==> config.mk <==
export PLATFORM = sky130hd
export DESIGN_NAME = rst_run_ctrl
export DESIGN_NICKNAME = d
export VERILOG_FILES = /design/src/rtl/rst_run_ctrl.sv
export SDC_FILE = /design/constraint.sdc
export NUM_CORES = 1
export LEC_CHECK = 0
export BUFFER_PORTS_ARGS = -buffer_cell sky130_fd_sc_hd__buf_2
export CAP_MARGIN = 20
export CORE_ASPECT_RATIO = 0.8
export CORE_UTILIZATION = 55
export DETAILED_ROUTE_END_ITERATION = 8
export GPL_ROUTABILITY_DRIVEN = 0
export PLACE_DENSITY = 0.83
export SKIP_LAST_GASP = 1
export SYNTH_ARGS = -nofsm -noshare
export SYNTH_HDL_FRONTEND = slang
export SYNTH_SLANG_ARGS = --single-unit
==> constraint.sdc <==
create_clock -name clk -period 2.7 [get_ports clk]
set_input_delay 0.135 -clock clk [delete_from_list [all_inputs] [get_ports clk]]
set_output_delay 0.135 -clock clk [all_outputs]
set_load 0.1 [all_outputs]
==> src/rtl/rst_run_ctrl.sv <==
// Reset/run sequencer: synchronises rstn, releases staggered core resets,
// then counts run cycles until the core halts or the cycle budget runs out.
module rst_run_ctrl #(
    parameter int NUM_RST    = 3,
    parameter int STRETCH    = 4,
    parameter int STAGGER    = 2,
    parameter int CYC_W      = 16,
    parameter int MAX_CYCLES = 100
) (
    input  logic               clk,
    input  logic               rstn,
    input  logic               halt_req,
    input  logic               restart,
    output logic [NUM_RST-1:0] core_rstn,
    output logic [CYC_W-1:0]   cycle_cnt,
    output logic               running,
    output logic               done,
    output logic               timeout,
    output logic [1:0]         dbg_state
);

    localparam int LAST_REL = STRETCH + (NUM_RST - 1) * STAGGER;
    localparam int TW       = $clog2(LAST_REL + 2);
    localparam logic [CYC_W-1:0] LAST_CYC = CYC_W'(MAX_CYCLES - 1);

    typedef enum logic [1:0] {
        HOLD    = 2'd0,
        RELEASE = 2'd1,
        RUN     = 2'd2,
        DONE    = 2'd3
    } state_t;

    state_t             state, state_n;
    logic [1:0]         sync;
    logic [TW-1:0]      t, t_n;
    logic [NUM_RST-1:0] rel_n;
    logic [CYC_W-1:0]   cnt_n;
    logic               to_n;

    always_ff @(posedge clk or negedge rstn) begin
        if (!rstn) begin
            sync <= 2'b00;
        end else begin
            sync <= {sync[0], 1'b1};
        end
    end

    always_ff @(posedge clk or negedge rstn) begin
        if (!rstn) begin
            state     <= HOLD;
            t         <= '0;
            core_rstn <= '0;
            cycle_cnt <= '0;
            timeout   <= 1'b0;
        end else begin
            state     <= state_n;
            t         <= t_n;
            core_rstn <= rel_n;
            cycle_cnt <= cnt_n;
            timeout   <= to_n;
        end
    end

    // t counts edges since the arming edge (t==k just before edge Eh+k);
    // t==0 in HOLD means not yet armed. Arming fires on the edge at which
    // the synchroniser output goes high.
    always_comb begin
        state_n = state;
        t_n     = t;
        rel_n   = core_rstn;
        cnt_n   = cycle_cnt;
        to_n    = timeout;
        if (restart) begin
            state_n = HOLD;
            t_n     = TW'(1);
            rel_n   = '0;
            cnt_n   = '0;
            to_n    = 1'b0;
        end else begin
            case (state)
                HOLD: begin
                    if (t == '0) begin
                        if (sync[0]) t_n = TW'(1);
                    end else begin
                        t_n = t + TW'(1);
                        if (int'(t) == STRETCH) state_n = RELEASE;
                    end
                end
                RELEASE: begin
                    if (&core_rstn) begin
                        state_n = RUN;
                        t_n     = '0;
                        cnt_n   = '0;
                    end else begin
                        t_n = t + TW'(1);
                    end
                end
                RUN: begin
                    if (halt_req) begin
                        state_n = DONE;
                        to_n    = 1'b0;
                    end else if (cycle_cnt == LAST_CYC) begin
                        state_n = DONE;
                        to_n    = 1'b1;
                    end else begin
                        cnt_n = cycle_cnt + CYC_W'(1);
                    end
                end
                default: ;
            endcase
            if (t != '0 && (state == HOLD || state == RELEASE)) begin
                for (int i = 0; i < NUM_RST; i++) begin
                    if (int'(t) == STRETCH + i * STAGGER) rel_n[i] = 1'b1;
                end
            end
        end
    end

    assign running   = (state == RUN);
    assign done      = (state == DONE);
    assign dbg_state = state;

endmodule
==> results_dict.tcl <==
set metrics [dict create \
    synthFlopType "dfrtp_1" \
    numCtsBuffers 3 \
    num_rows 16 \
    path_clk_slew_ns 0.14 \
    grt_max_degree 28 \
    cts_buffer_depth 2 \
    clkSinkCount 27 \
    power.density_mw_per_mm2 713 \
    finalWorstSetupSlack_ns 0.473 \
    initial_core_util_pct 60.8 \
    n_antenna_cell 0 \
    yosys_warnings 0 \
    cp.arrival_ns 2.47 \
    setup_viol 0 \
    synthArstFlopShare_pct 100 \
    fin_crit_sh_pct 82.5 \
    clk_latency_ns 0.34 \
    io_pins 28 \
    layout.cells.most_common "buf_2" \
    cts_resized 0 \
    outcome "finished clean" \
    numPortBuffers 27 \
    power.total_mw 1.28 \
    antenna_found_initial 0 \
    drv_cap 0 \
    cp-start-kind "flip-flop" \
    required_ns 2.94 \
    finalHoldViolations 0 \
    final_antenna_net_count 0 \
    synth_edf_count 0 \
    cp-end-kind "flip-flop" \
    worstHoldPathType "input port to flip-flop" \
    setup-tns-final_ns 0 \
    dp_cells 226 \
    finalNonFillerCells 231 \
    grt_pass1_vias 1275 \
    dr.pass1.iters 4 \
    synth_mux_area_share_pct 0 \
    synth_top_family_by_area "simple AND/OR/NAND/NOR gates" \
    synth-compound-area-share_pct 12.6 \
    finClkSkew_ns 0.00483 \
    ys_seq_area_share_pct 43.0 \
    cts_max_level 1 \
    drv_slew 0 \
    utilization_pct 69.3 \
    synth-xor-area-share_pct 7.81 \
    avgSynthCellArea_um2 9.52 \
    die_x_um 61.7 \
    drc 0 \
    via_per_inst 5.90 \
    wl_per_cell_um 15.4 \
    fin_nets 209 \
    post-dp-hpwl_um 2670 \
    maxSlewHeadroom_pct 59.8 \
    track_usage_pct 27.2 \
    syn_area_mm2 0.00157 \
    drive_above_1_share_pct 20.0 \
    die_h_um 49.8 \
    worst_slew_pin_slew_ns 0.603 \
    crit_type "flip-flop to flip-flop" \
    synth.distinct_cells 40 \
    fmax_mhz 449 \
    grt_setup_unrepaired "no" \
    core-area_mm2 0.00258 \
    die-area_mm2 0.00307 \
    worstPathMaxFanout 6 \
    drt_iter0_drc 92 \
    ys_ff_latch 27 \
    pre_cts_slack_ns 0.489 \
    synthToLayoutAreaGrowth_pct 14.0 \
    clockRootBuffer "clkbuf_4" \
    overflow 0 \
    synthAdderAreaFrac_pct 7.17 \
    irDropWorstVdd_mv 0.864 \
    synth_cells 165 \
    cts_tree "done" \
    grt_pass1_wl_um 6220 \
    period_minus_slack_ns 2.23 \
    syn_nets 178 \
    final_cell_mix "buf_2 (27), dfrtp_1 (26), nor2_1 (22)" \
    via_count 1364 \
    p_leak_nw 0.869 \
    routed_wl_um 3560 \
    yosys.area_share.simple_pct 26.5 \
]
## cells in the mapped netlist, drive strengths merged, types with 2 or more instances
| cell type | n | area (µm²) |
|---|---|---|
| o21ai | 2 | 10.0 |
| a21oi | 6 | 30.0 |
| a31oi | 5 | 31.3 |
| and2 | 2 | 12.5 |
| or3b | 2 | 17.5 |
| a41oi | 3 | 33.8 |
| nor2 | 22 | 82.6 |
| or3 | 3 | 18.8 |
| nand3b | 2 | 15.0 |
| a22o | 2 | 17.5 |
| dfrtp | 27 | 676 |
| nand2 | 10 | 37.5 |
| nand4 | 5 | 31.3 |
| inv | 7 | 26.3 |
| and3 | 6 | 37.5 |
| xor2 | 13 | 114 |
| nand2b | 2 | 12.5 |
| clkbuf | 4 | 15.0 |
| ha | 9 | 113 |
| nand3 | 12 | 60.1 |
| nor4 | 3 | 37.5 |
## cells by family after synthesis
kind of cell,Yosys count
and+or+nand+nor,76
AOI/OAI and AO/OA,27
DFF,27
xor gates and xnor gates,14
buffers and inverters,11
adders and majority gates,9
other,1
## power breakdown
| part | internal, mW | total, mW | switching, mW | leakage [nW] |
|---|---|---|---|---|
| sequential | 0.446 | 0.507 | 0.0608 | 0.366 |
| clock | 0.0582 | 0.177 | 0.119 | 0.0150 |
| combinational | 0.168 | 0.594 | 0.426 | 0.488 |
## worst max-delay path: stages, from the launching register on
cell and delay [ns]:
dfrtp_1 0.46, inv_1 0.11, ha_1 0.22, or3b_1 0.41, or3b_1 0.38, and3b_1 0.24
o2bb2ai_1 0.14, a22o_1 0.18
## final cells by class
| type | instances | area (µm²) |
|---|---|---|
| clock buffer | 4 | 26.3 |
| fill | 213 | 792 |
| inverter | 7 | 26.3 |
| multi-input combinational | 127 | 856 |
| sequential | 27 | 677 |
| tap | 36 | 45.0 |
| timing repair buffer | 30 | 160 |
## through the flow
step,area [µm²],hold WS (ns)
2_1_floorplan,1570,-0.161
3_3_place_gp,1750,0.166
6_report,1790,0.0874
5_1_grt,1790,0.0805
3_5_place_dp,1750,0.173
4_1_cts,1790,0.0832
## final timing paths
check,start,endpoint,slack (ns),cells after the start
worst max-delay path,t[0],t[3],0.47,7
worst min-delay path,halt_req,timeout,0.09,3
worst max register to register,t[0],t[3],0.47,7
worst min register to register,timeout,timeout,0.57,2
max in group asynchronous,rstn,dbg_state[1],1.96,2
min in group asynchronous,rstn,core_rstn[1],0.31,2
## per-layer routing
| layer | vias up | global-route usage, % | part of all wire, % |
|---|---|---|---|
| li1 | 652 | - | - |
| met1 | 642 | 41.5 | 47 |
| met2 | 63 | 38.7 | 45 |
| met3 | 7 | 6.56 | 6.4 |
| met4 | 0 | 6.30 | 1.3 |
| met5 | - | 0 | 0 |
## sequential cells by signal (all words and copies together), names as in the netlist
| register | cells |
|---|---|
| core_rstn | 3 |
| t | 4 |
| sync | 1 |
| timeout | 1 |
| dbg_state | 2 |
| cycle_cnt | 16 |
## repair_timing
item	4_1_cts	5_1_grt
endpoints found under the setup margin	0	0
endpoints found under the hold margin	27	0
hold buffers	1	0
buffers inserted	0	0
Note: power is estimated with default switching activity, not from simulation.
